`config.mk`:
```
export PLATFORM = sky130hd
export DESIGN_NAME = pc_sequencer_flat
export DESIGN_NICKNAME = d
export VERILOG_FILES = /design/src/rtl/pc_sequencer_pkg.sv /design/src/rtl/pc_sequencer_if.sv /design/src/rtl/pc_ras.sv /design/src/rtl/pc_sequencer.sv /design/src/flat_wrapper.sv
export SDC_FILE = /design/constraint.sdc
export NUM_CORES = 1
export LEC_CHECK = 0
export ABC_AREA = 1
export BUFFER_PORTS_ARGS = -buffer_cell sky130_fd_sc_hd__buf_2
export CORE_MARGIN = 2
export CORE_UTILIZATION = 52
export DETAILED_ROUTE_END_ITERATION = 10
export PLACE_DENSITY = 0.79
export SLEW_MARGIN = 5
export SYNTH_ARGS = -nofsm -noshare
export SYNTH_HDL_FRONTEND = slang
export SYNTH_HIERARCHICAL = 1
export SYNTH_SLANG_ARGS = --single-unit
```
`constraint.sdc`:
```
create_clock -name clk -period 5.5 [get_ports clk]
set_clock_uncertainty 0.1 [all_clocks]
set_input_delay 1.1 -clock clk [delete_from_list [all_inputs] [get_ports clk]]
set_output_delay 1.1 -clock clk [all_outputs]
set_load 0.03 [all_outputs]
```
`src/rtl/pc_sequencer_pkg.sv`:
```
// Shared defaults and next-PC select encoding for the PC sequencer slice.
package pc_sequencer_pkg;

    localparam int unsigned DEF_DATA_W    = 32;
    localparam int unsigned DEF_STEP      = 4;
    localparam logic [31:0] DEF_RESET_VEC = 32'h0000_0000;
    localparam int unsigned DEF_RAS_DEPTH = 4;

    typedef enum logic [1:0] {
        SEL_SEQ   = 2'd0,
        SEL_JUMP  = 2'd1,
        SEL_RET   = 2'd2,
        SEL_FLUSH = 2'd3
    } pc_sel_e;

endpackage

```
`src/rtl/pc_sequencer_if.sv`:
```
// Control/redirect inputs and PC/RAS status outputs of the PC sequencer.
// Level-sampled controls: every i_* value is taken at each rising clk edge; no handshake.
interface pc_sequencer_if #(
    parameter int unsigned DATA_W = 32
);
    logic              i_halt;
    logic              i_stall;
    logic              i_flush;
    logic [DATA_W-1:0] i_flush_addr;
    logic              i_jump;
    logic              i_call;
    logic              i_ret;
    logic [DATA_W-1:0] i_jump_address;
    logic [DATA_W-1:0] o_pc;
    logic              o_ras_empty;
    logic              o_ras_full;
    logic              o_ras_underflow;

    modport master (
        output i_halt, i_stall, i_flush, i_flush_addr, i_jump, i_call, i_ret, i_jump_address,
        input  o_pc, o_ras_empty, o_ras_full, o_ras_underflow
    );

    modport slave (
        input  i_halt, i_stall, i_flush, i_flush_addr, i_jump, i_call, i_ret, i_jump_address,
        output o_pc, o_ras_empty, o_ras_full, o_ras_underflow
    );
endinterface

```
`src/rtl/pc_ras.sv`:
```
// Circular return-address stack: a push when full overwrites the oldest entry.
module pc_ras
    import pc_sequencer_pkg::*;
#(
    parameter int unsigned DATA_W    = DEF_DATA_W,
    parameter int unsigned RAS_DEPTH = DEF_RAS_DEPTH
) (
    input  logic              clk,
    input  logic              i_reset,
    input  logic              push_i,
    input  logic              pop_i,
    input  logic              replace_i,
    input  logic [DATA_W-1:0] data_i,
    output logic [DATA_W-1:0] top_o,
    output logic              empty_o,
    output logic              full_o
);
    localparam int unsigned PTR_W = $clog2(RAS_DEPTH);
    localparam int unsigned CNT_W = PTR_W + 1;
    localparam logic [CNT_W-1:0] CNT_MAX = CNT_W'(RAS_DEPTH);

    logic [DATA_W-1:0] mem_q [RAS_DEPTH];
    logic [PTR_W-1:0]  ptr_q, ptr_d, wr_idx;
    logic [CNT_W-1:0]  cnt_q, cnt_d;
    logic              empty_q, full_q;

    always_comb begin
        ptr_d  = ptr_q;
        cnt_d  = cnt_q;
        wr_idx = ptr_q;
        if (push_i) begin
            ptr_d  = ptr_q + PTR_W'(1);
            wr_idx = ptr_q + PTR_W'(1);
            if (cnt_q != CNT_MAX) cnt_d = cnt_q + CNT_W'(1);
        end else if (pop_i && (cnt_q != '0)) begin
            ptr_d = ptr_q - PTR_W'(1);
            cnt_d = cnt_q - CNT_W'(1);
        end
    end

    always_ff @(posedge clk or negedge i_reset) begin
        if (!i_reset) begin
            ptr_q   <= '0;
            cnt_q   <= '0;
            empty_q <= 1'b1;
            full_q  <= 1'b0;
        end else begin
            ptr_q   <= ptr_d;
            cnt_q   <= cnt_d;
            empty_q <= (cnt_d == '0);
            full_q  <= (cnt_d == CNT_MAX);
        end
    end

    // Entry storage carries no reset; a zero count makes stale entries unreachable.
    always_ff @(posedge clk) begin
        if (push_i || replace_i) mem_q[wr_idx] <= data_i;
    end

    assign top_o   = mem_q[ptr_q];
    assign empty_o = empty_q;
    assign full_o  = full_q;

endmodule

```
`src/rtl/pc_sequencer.sv`:
```
// Fetch PC sequencer: sequential step, jump/call/ret redirects, late-stage flush.
module pc_sequencer
    import pc_sequencer_pkg::*;
#(
    parameter int unsigned       DATA_W    = DEF_DATA_W,
    parameter int unsigned       STEP      = DEF_STEP,
    parameter logic [DATA_W-1:0] RESET_VEC = DATA_W'(DEF_RESET_VEC),
    parameter int unsigned       RAS_DEPTH = DEF_RAS_DEPTH
) (
    input  logic           clk,
    input  logic           i_reset,
    pc_sequencer_if.slave  bus
);
    logic [DATA_W-1:0] pc_q, pc_d, pc_plus, ras_top;
    logic              uf_q, uf_d;
    logic              update, push, pop, replace, ras_empty, ras_full;
    pc_sel_e           sel;

    // A flush overrides a stall but never a halt.
    assign update  = !bus.i_halt && (!bus.i_stall || bus.i_flush);
    assign pc_plus = pc_q + DATA_W'(STEP);

    always_comb begin
        sel = SEL_SEQ;
        if (bus.i_flush)                   sel = SEL_FLUSH;
        else if (bus.i_ret)                sel = SEL_RET;
        else if (bus.i_call || bus.i_jump) sel = SEL_JUMP;
    end

    always_comb begin
        pc_d    = pc_q;
        uf_d    = 1'b0;
        push    = 1'b0;
        pop     = 1'b0;
        replace = 1'b0;
        if (update) begin
            case (sel)
                SEL_FLUSH: pc_d = bus.i_flush_addr;
                SEL_JUMP: begin
                    pc_d = bus.i_jump_address;
                    push = bus.i_call;
                end
                SEL_RET: begin
                    if (ras_empty) begin
                        pc_d = bus.i_jump_address;
                        uf_d = 1'b1;
                        push = bus.i_call;
                    end else begin
                        pc_d    = ras_top;
                        replace = bus.i_call;
                        pop     = !bus.i_call;
                    end
                end
                default: pc_d = pc_plus;
            endcase
        end
    end

    always_ff @(posedge clk or negedge i_reset) begin
        if (!i_reset) begin
            pc_q <= RESET_VEC;
            uf_q <= 1'b0;
        end else begin
            pc_q <= pc_d;
            uf_q <= uf_d;
        end
    end

    pc_ras #(
        .DATA_W    (DATA_W),
        .RAS_DEPTH (RAS_DEPTH)
    ) u_ras (
        .clk       (clk),
        .i_reset   (i_reset),
        .push_i    (push),
        .pop_i     (pop),
        .replace_i (replace),
        .data_i    (pc_plus),
        .top_o     (ras_top),
        .empty_o   (ras_empty),
        .full_o    (ras_full)
    );

    assign bus.o_pc            = pc_q;
    assign bus.o_ras_empty     = ras_empty;
    assign bus.o_ras_full      = ras_full;
    assign bus.o_ras_underflow = uf_q;

endmodule

```
`src/flat_wrapper.sv`:
```
// flat-port wrapper written by rule: the top's interface ports become plain ports
module pc_sequencer_flat import pc_sequencer_pkg::*;
#(
    parameter int unsigned       DATA_W    = DEF_DATA_W,
    parameter int unsigned       STEP      = DEF_STEP,
    parameter logic [DATA_W-1:0] RESET_VEC = DATA_W'(DEF_RESET_VEC),
    parameter int unsigned       RAS_DEPTH = DEF_RAS_DEPTH
)
  (clk, i_reset, bus_i_halt, bus_i_stall, bus_i_flush, bus_i_flush_addr, bus_i_jump, bus_i_call, bus_i_ret, bus_i_jump_address, bus_o_pc, bus_o_ras_empty, bus_o_ras_full, bus_o_ras_underflow);
  pc_sequencer_if #(.DATA_W(DATA_W)) bus_i ();
  input  logic clk;
  input  logic i_reset;
  input wire logic [$bits(bus_i.i_halt)-1:0] bus_i_halt;
  input wire logic [$bits(bus_i.i_stall)-1:0] bus_i_stall;
  input wire logic [$bits(bus_i.i_flush)-1:0] bus_i_flush;
  input wire logic [$bits(bus_i.i_flush_addr)-1:0] bus_i_flush_addr;
  input wire logic [$bits(bus_i.i_jump)-1:0] bus_i_jump;
  input wire logic [$bits(bus_i.i_call)-1:0] bus_i_call;
  input wire logic [$bits(bus_i.i_ret)-1:0] bus_i_ret;
  input wire logic [$bits(bus_i.i_jump_address)-1:0] bus_i_jump_address;
  output wire logic [$bits(bus_i.o_pc)-1:0] bus_o_pc;
  output wire logic [$bits(bus_i.o_ras_empty)-1:0] bus_o_ras_empty;
  output wire logic [$bits(bus_i.o_ras_full)-1:0] bus_o_ras_full;
  output wire logic [$bits(bus_i.o_ras_underflow)-1:0] bus_o_ras_underflow;
  assign bus_i.i_halt = bus_i_halt;
  assign bus_i.i_stall = bus_i_stall;
  assign bus_i.i_flush = bus_i_flush;
  assign bus_i.i_flush_addr = bus_i_flush_addr;
  assign bus_i.i_jump = bus_i_jump;
  assign bus_i.i_call = bus_i_call;
  assign bus_i.i_ret = bus_i_ret;
  assign bus_i.i_jump_address = bus_i_jump_address;
  assign bus_o_pc = bus_i.o_pc;
  assign bus_o_ras_empty = bus_i.o_ras_empty;
  assign bus_o_ras_full = bus_i.o_ras_full;
  assign bus_o_ras_underflow = bus_i.o_ras_underflow;
  pc_sequencer #(.DATA_W(DATA_W), .STEP(STEP), .RESET_VEC(RESET_VEC), .RAS_DEPTH(RAS_DEPTH)) u_core (.clk(clk), .i_reset(i_reset), .bus(bus_i));
endmodule
```
==> impl_metrics.yaml, run 1 <==
drt:
  antenna_violating_nets_post_route: 0
  vias: 6549
  detail_route.wl_per_cell_microns: 18.1
  detail_route.first_pass.iterations: 5
  viasPerCell: 5.59
  finalWirelength_mm: 21.2
  detail_route.drc_violations: 0
  initial_drc_count: 676
logic_synthesis:
  synth_edf_count: 128
  netlist.top_cell.by_area: "sky130_fd_sc_hd__edfxtp_1"
  synthTopCellsByArea: "sky130_fd_sc_hd__edfxtp_1 (46%), sky130_fd_sc_hd__dfrtp_1 (12%), sky130_fd_sc_hd__nand2_1 (11%), sky130_fd_sc_hd__nand3_1 (9.1%), sky130_fd_sc_hd__a22oi_1 (3.4%)"
  synth-async-reset-ratio_pct: 23.8
  synth_top_flop_cell: "sky130_fd_sc_hd__edfxtp_1"
  postSynthNetCount: 922
  post_syn_area_sq_um: 8280
  synth_top_area_share_pct: 46.4
  post_synth.cell_area_avg_sq_um: 9.81
  yosysSeqAreaShare_pct: 58.5
  synthesis.instances: 844
  ys.warnings.count: 6
  post_synth_num_cell_types: 35
  count_of_state_elements_after_synthesis: 168
worst_setup_path:
  reg2reg_to: "u_core/u_ras/mem_q[1][22]"
  worstSetupEndpoint: "u_core/u_ras/mem_q[1][22]"
  worstSetupEndpointType: "flip-flop"
  reg2reg_setup_slack_ns: 2.57
  timing_worst_setup_path_type: "in -> reg"
  critical_path.reg2reg.startpoint: "u_core/u_ras/empty_o"
  launch_point_of_the_worst_path: "bus_i_flush"
  critical_path_arrival_ns: 3.92
  timing.critical_path.fanout_max: 34
  startpoint_type: "input pin"
  worst_ep_required_time_ns: 5.47
  worstRegToRegCells: 8
finish:
  drive_above_1_share_pct: 21.0
  diodes: 0
  finish.net_count: 1020
  flow.area_growth_from_synthesis_pct: 15.2
  seq_area_sq_um: 4850
  most-common-layout-cells: "sky130_fd_sc_hd__nand2_1 (244), sky130_fd_sc_hd__nand3_1 (151), sky130_fd_sc_hd__edfxtp_1 (128)"
  final_design_area_no_fill_sq_um: 9540
  multi_input_comb_area_sq_um: 3070
  layout.cells.most_common: "sky130_fd_sc_hd__nand2_1"
  final_design_utilization_pct: 60.7
  fillerInstances: 1334
  final-instance-count-excl-fill: 1171
die:
  fp.dieW_microns: 130
  floorplan.io_pins: 107
  core-area_sq_um: 15700
  num_rows: 46
  die-height_microns: 130
  die_area_sq_um: 17000
  initial_utilization_pct: 52.7
clocking:
  quantity_of_gates_resized_following_cts: 0
  ctsHoldBuffers: 0
  clkSlewWorstSetupHoldPaths_ns: 0.06
  cts.repair_timing.setup_buffer_count: 0
  clkSinkCount: 168
  cts_max_path_buffers: 2
  clock_buffers_created_by_tritoncts: 17
  clkLatencyLatePin_ns: 0.43
  htree_levels: 4
  cts.root.buffer_cell: "sky130_fd_sc_hd__clkbuf_16"
  tritoncts: "yes"
placement:
  placement.setup.worst_slack_ns: 1.14
  gpl.final_weighted_congestion: 0.877
  post-dp-hpwl_mm: 13.3
  buffer_ports.inserted: 106
  post-place-cells: 1139
  dpl_cell_area_sq_um: 8990
timing:
  worst_slew_margin_rel_pct: 27.6
  worst-slew-pin-transition_ns: 1.09
  fmax_ghz: 0.253
  fin_worst_hold_slack_ns: 0.454
  final.setup.tns_ns: 0
  hold_viol: 0
  maxSlewViolCount: 0
  minimum_clock_period_ns: 3.95
  rsz0062_at_grt: "false"
  timing.final.crit_share_pct: 71.7
  post_route_worst_setup_slack_ns: 1.55
  setup-violations-final: 0
pwr:
  power_frac_clock_pct: 27.4
  switching_power_mw: 1.51
  p_leak_nw: 3.96
  power_density_relative_to_cell_area_nw_per_um2: 429
  combPwrFrac_pct: 30.5
  p_sw_share_pct: 36.9
  pwr-share-seq_pct: 42.1
  total_power_mw: 4.09
  internal_power_mw: 2.58
  vdd.ir_drop.worst_mv: 0.322
grt:
  grt_use_total_pct: 26.1
  first_global_vias: 6345
  grt_start_max_net_pins: 41
  global_route_wire_length_before_repair_mm: 32.8
  grt_antenna_before_repair: 0
  globalRoute.totalOverflow: 0
min_path:
  min_path_type: "reg -> reg"
run_status:
  run_status: "finished, final reports clean"
job:
  cap_viol_max_count: 0
[how the worst min path moves through the flow]
| stage | start | endpoint | slack, ns | cells after the start |
|---|---|---|---|---|
| global route | u_core/bus.o_pc[1] | u_core/u_ras/mem_q[0][1] | 0.47 | 0 |
| detailed placement | u_core/bus.o_pc[1] | u_core/u_ras/mem_q[2][1] | 0.43 | 0 |
| CTS | u_core/u_ras/cnt_q[0] | u_core/u_ras/cnt_q[0] | 0.45 | 2 |
| floorplan | u_core/u_ras/cnt_q[0] | u_core/u_ras/cnt_q[0] | 0.39 | 2 |
| global placement | u_core/u_ras/cnt_q[0] | u_core/u_ras/cnt_q[0] | 0.41 | 2 |
| finish | u_core/bus.o_pc[1] | u_core/u_ras/mem_q[0][1] | 0.45 | 0 |
[per-layer routing]
layer	global-route usage (%)	routed length [microns]	vias to the layer above
met3	5.45	1850	42
met1	34.2	8780	3073
li1	-	-	3087
met5	0	0	-
met2	42.3	10100	347
met4	11.9	440	0
[critical path, cell delays in order]
cell and delay [ns]:
sky130_fd_sc_hd__buf_2 0.08, sky130_fd_sc_hd__buf_4 0.35, sky130_fd_sc_hd__inv_2 0.12, sky130_fd_sc_hd__nand2_1 0.08
sky130_fd_sc_hd__nand2_1 0.04, sky130_fd_sc_hd__buf_4 0.22, sky130_fd_sc_hd__inv_4 0.21, sky130_fd_sc_hd__and3_1 0.36
sky130_fd_sc_hd__inv_1 0.18, sky130_fd_sc_hd__ha_1 0.39, sky130_fd_sc_hd__inv_1 0.10, sky130_fd_sc_hd__nor3_2 0.20
sky130_fd_sc_hd__buf_4 0.44
[registers in the layout (all words and copies together) (netlist names)]
signal,cells
u_core/bus.o_pc,32
u_core/bus.o_ras_underflow,1
u_core/u_ras/cnt_q,3
u_core/u_ras/empty_o,1
u_core/u_ras/full_o,1
u_core/u_ras/mem_q,128
u_core/u_ras/ptr_q,2
[cell type report]
cell class,instances,area share [%]
inverter,44,1.76
timing repair buffer,120,6.66
multi-input combinational,591,32.2
clock buffer,24,5.05
clock inverter,8,0.747
tap,216,2.83
sequential,168,50.8
[synth_stat cells, types with 2 or more instances]
master and count:
sky130_fd_sc_hd__a21oi_1 16, sky130_fd_sc_hd__a41oi_1 2, sky130_fd_sc_hd__nor2_8 4, sky130_fd_sc_hd__a22oi_1 38
sky130_fd_sc_hd__inv_2 6, sky130_fd_sc_hd__nand2_1 244, sky130_fd_sc_hd__nor2_2 7, sky130_fd_sc_hd__nor2_1 54
sky130_fd_sc_hd__nand3_1 151, sky130_fd_sc_hd__buf_4 5, sky130_fd_sc_hd__nor2_4 8, sky130_fd_sc_hd__buf_6 3
sky130_fd_sc_hd__nand2_2 10, sky130_fd_sc_hd__buf_2 24, sky130_fd_sc_hd__edfxtp_1 128, sky130_fd_sc_hd__clkbuf_1 9
sky130_fd_sc_hd__xor2_1 5, sky130_fd_sc_hd__nor3_1 6, sky130_fd_sc_hd__inv_1 37, sky130_fd_sc_hd__dfrtp_1 39
sky130_fd_sc_hd__a21boi_0 9, sky130_fd_sc_hd__and2_1 8, sky130_fd_sc_hd__xor2_2 7, sky130_fd_sc_hd__o21ai_0 5
sky130_fd_sc_hd__xnor2_1 4, sky130_fd_sc_hd__ha_1 6
[kinds of logic (layout without fill, tap and decap cells)]
kind of cell | Yosys count | after routing | share of synthesized area, %
DFF | 168 | 168 | 58.5
xor gates and xnor gates | 16 | 16 | 2.33
and+or+nand+nor | 496 | 496 | 27.5
AOI/OAI and AO/OA | 73 | 73 | 6.04
adders and majority gates | 6 | 6 | 0.906
buffers and inverters | 85 | 196 | 4.74
[power by group through the flow]
stage,combinational [mW],sequential (mW),clock [mW]
after detailed placement,1.22,1.74,0
after global placement,1.18,1.74,0
after global routing,1.36,1.74,1.18
after floorplan,0.793,1.79,0
final,1.25,1.73,1.12
after CTS,1.23,1.72,1.13
(Power assumes the default switching activity.)
==> inputs of run 2 (changes only) <==
ABC_AREA = 0   (was 1)
clock period = 3.9 ns   (was 5.5 ns; I/O delays follow)
==> run 2 against run 1 <==
Clock-buffer cell count fell by 3. Cell area fell by 3.3%. Wire length fell by 6.4%. Critical path depth fell by 6. Largest cell class unchanged. Highest routed layer unchanged.
==> impl_metrics.yaml, run 2 <==
worst_setup_path:
  worst-path-stages: 7
  timing_worst_setup_path_type: "in -> reg"
  cell_chain_of_the_critical_path: "buf_2 > nor3b_2 > and3_1 > nand2_1 > o21ai_0 > nor2b_2 > buf_4"
  critical_path.reg2reg.startpoint: "u_core/u_ras/empty_o"
  reg2reg_to: "u_core/u_ras/mem_q[2][18]"
  reg2reg_setup_slack_ns: 1.17
  worstRegToRegCells: 8
  path_buf_inv: 2
  crit_path_top_delay_cell: "sky130_fd_sc_hd__nor3b_2"
  worstSetupEndpointType: "flip-flop"
  worst_path_dominant_cell_family: "simple AND/OR/NAND/NOR gates"
  timing.critical_path.slowest_cell_delay_ns: 0.77
  timing.critical_path.fanout_max: 18
  startpoint_type: "input pin"
  worst_ep_required_time_ns: 3.90
  critical_path_arrival_ns: 2.86
pwr:
  combPwrFrac_pct: 26.4
  pwr-share-seq_pct: 43.4
  total_power_mw: 5.62
  vdd.ir_drop.worst_mv: 0.345
  internal_power_mw: 3.84
  power_density_relative_to_cell_area_nw_per_um2: 609
  p_leak_nw: 3.49
  switching_power_mw: 1.77
  p_sw_share_pct: 31.6
  power_frac_clock_pct: 30.2
timing:
  maxSlewViolCount: 0
  setup-violations-final: 0
  worst-slew-pin-transition_ns: 0.972
  rsz0062_at_grt: "false"
  hold_viol: 0
  post_route_worst_setup_slack_ns: 1.04
  timing.final.crit_share_pct: 73.4
  fmax_ghz: 0.350
  minimum_clock_period_ns: 2.86
  final.setup.tns_ns: 0
  worst_slew_margin_rel_pct: 35.2
finish:
  flow.area_growth_from_synthesis_pct: 17.0
  finish.net_count: 726
  drive_above_1_share_pct: 31.6
  seq_area_sq_um: 4850
  largest_register_ffs: 128
  layout.cells.most_common: "sky130_fd_sc_hd__edfxtp_1"
  most-common-layout-cells: "sky130_fd_sc_hd__edfxtp_1 (128), sky130_fd_sc_hd__buf_2 (106), sky130_fd_sc_hd__dfrtp_1 (38)"
  fillerInstances: 1076
  final_design_area_no_fill_sq_um: 9230
  multi_input_comb_area_sq_um: 2800
  largest_register: "u_core/u_ras/mem_q"
drt:
  antenna_violating_nets_post_route: 0
  detail_route.drc_violations: 0
  initial_drc_count: 623
  finalWirelength_mm: 19.8
  vias: 5471
  viasPerCell: 6.44
  detail_route.first_pass.iterations: 9
  detail_route.wl_per_cell_microns: 23.3
logic_synthesis:
  ys.warnings.count: 6
  synth-async-reset-ratio_pct: 23.8
  count_of_state_elements_after_synthesis: 168
  yosysSeqAreaShare_pct: 61.4
  postSynthNetCount: 619
  post_synth.cell_area_avg_sq_um: 14.6
  yosys.cell_count.top_type: "sky130_fd_sc_hd__edfxtp_1"
  synthesis.instances: 541
  synth_top_flop_cell: "sky130_fd_sc_hd__edfxtp_1"
  synth_commonest_cells: "sky130_fd_sc_hd__edfxtp_1 (128), sky130_fd_sc_hd__dfrtp_1 (39), sky130_fd_sc_hd__mux4_2 (32)"
  synth_edf_count: 128
  synthTopCellsByArea: "sky130_fd_sc_hd__edfxtp_1 (49%), sky130_fd_sc_hd__dfrtp_1 (12%), sky130_fd_sc_hd__mux4_2 (9.1%), sky130_fd_sc_hd__a222oi_1 (3.6%), sky130_fd_sc_hd__xnor2_1 (2.6%)"
  netlist.top_cell.by_area: "sky130_fd_sc_hd__edfxtp_1"
  post_syn_area_sq_um: 7890
  synth_top_area_share_pct: 48.7
  post_synth_num_cell_types: 55
grt:
  first_global_vias: 5652
  grt_start_max_net_pins: 41
  grt_use_total_pct: 25.6
  grt_antenna_before_repair: 1
  global_route_wire_length_before_repair_mm: 30.9
  globalRoute.totalOverflow: 0
clocking:
  tritoncts: "yes"
  clkLatencyLatePin_ns: 0.43
  quantity_of_gates_resized_following_cts: 0
  clock_buffers_created_by_tritoncts: 17
  clkSlewWorstSetupHoldPaths_ns: 0.06
  cts.root.buffer_cell: "sky130_fd_sc_hd__clkbuf_16"
  clkSinkCount: 168
  htree_levels: 4
  ctsHoldBuffers: 0
  cts_max_path_buffers: 2
  cts.repair_timing.setup_buffer_count: 0
die:
  floorplan.io_pins: 107
  die-height_microns: 127
  initial_utilization_pct: 52.5
  num_rows: 45
  die_area_sq_um: 16200
  fp.dieW_microns: 127
  core-area_sq_um: 15000
job:
  cap_viol_max_count: 0
placement:
  placement.setup.worst_slack_ns: 0.634
  buffer_ports.inserted: 106
  gpl.final_weighted_congestion: 0.848
  dpl_cell_area_sq_um: 8620
  post-dp-hpwl_mm: 13.6
min_path:
  min_path_type: "in -> async"
run_status:
  run_status: "finished, final reports clean"
run 2: worst max-delay path by stage:
| stage | endpoint | slack [ns] | start |
|---|---|---|---|
| final | u_core/u_ras/mem_q[2][18] | 1.04 | bus_i_flush |
| after global routing | u_core/u_ras/mem_q[3][15] | 0.93 | bus_i_flush |
| after CTS | u_core/u_ras/mem_q[1][15] | 1.08 | bus_i_flush |
| after detailed placement | u_core/u_ras/mem_q[1][4] | 0.63 | bus_i_flush |
| after global placement | u_core/u_ras/mem_q[3][4] | 0.71 | bus_i_flush |
| after floorplan | u_core/u_ras/mem_q[2][0] | -0.05 | bus_i_ret |
run 2: kinds of logic (layout without fill, tap and decap cells):
logic type | Yosys count | count (layout) | synth area share, %
fa+ha+maj | 6 | 6 | 0.952
flops | 168 | 168 | 61.4
compound gates | 112 | 112 | 11.2
other cells | 0 | 1 | 0
xor+xnor | 32 | 32 | 3.55
mux | 32 | 32 | 9.14
simple gates | 144 | 144 | 10.4
buf+inv | 47 | 167 | 3.32
run 2: per-layer routing:
layer	vias to the layer above	routed length (microns)	track usage [%]
met5	-	0	0
met4	0	556	12.0
met3	45	1620	5.11
met2	301	9900	41.9
met1	2729	7750	33.2
li1	2396	-	-
run 2: area by class of cell:
cell class	count	share of cell area (%)
Tap cell	188	2.55
Inverter	10	0.407
Clock buffer	21	5.10
Antenna cell	1	0.0271
Sequential cell	168	52.5
Timing Repair Buffer	125	7.57
Clock inverter	11	1.46
Multi-Input combinational cell	326	30.4
run 2: metrics by stage:
step           std cells  util (%)  hold WS (ns)
2_1_floorplan        541         -         0.384
3_3_place_gp         817      57.3         0.468
3_5_place_dp         817      57.3         0.465
4_1_cts              849      61.4         0.420
5_1_grt              850      61.4         0.479
6_report             850      61.4         0.410
run 2: power groups by stage:
stage               combinational [mW]  sequential, mW  clock [mW]
floorplan                        0.987            2.49           0
global placement                  1.43            2.46           0
detailed placement                1.48            2.47           0
CTS                               1.48            2.44        1.72
global route                      1.58            2.47        1.79
finish                            1.48            2.44        1.70
run 2: worst register-to-register path: stages, from the launching register on:
cell and delay [ns]:
sky130_fd_sc_hd__dfstp_2 0.39, sky130_fd_sc_hd__nor2b_1 0.59, sky130_fd_sc_hd__nor3_2 0.08, sky130_fd_sc_hd__and3_1 0.21, sky130_fd_sc_hd__buf_4 0.18, sky130_fd_sc_hd__inv_1 0.10
sky130_fd_sc_hd__ha_1 0.29, sky130_fd_sc_hd__nor2b_2 0.15, sky130_fd_sc_hd__buf_4 0.31
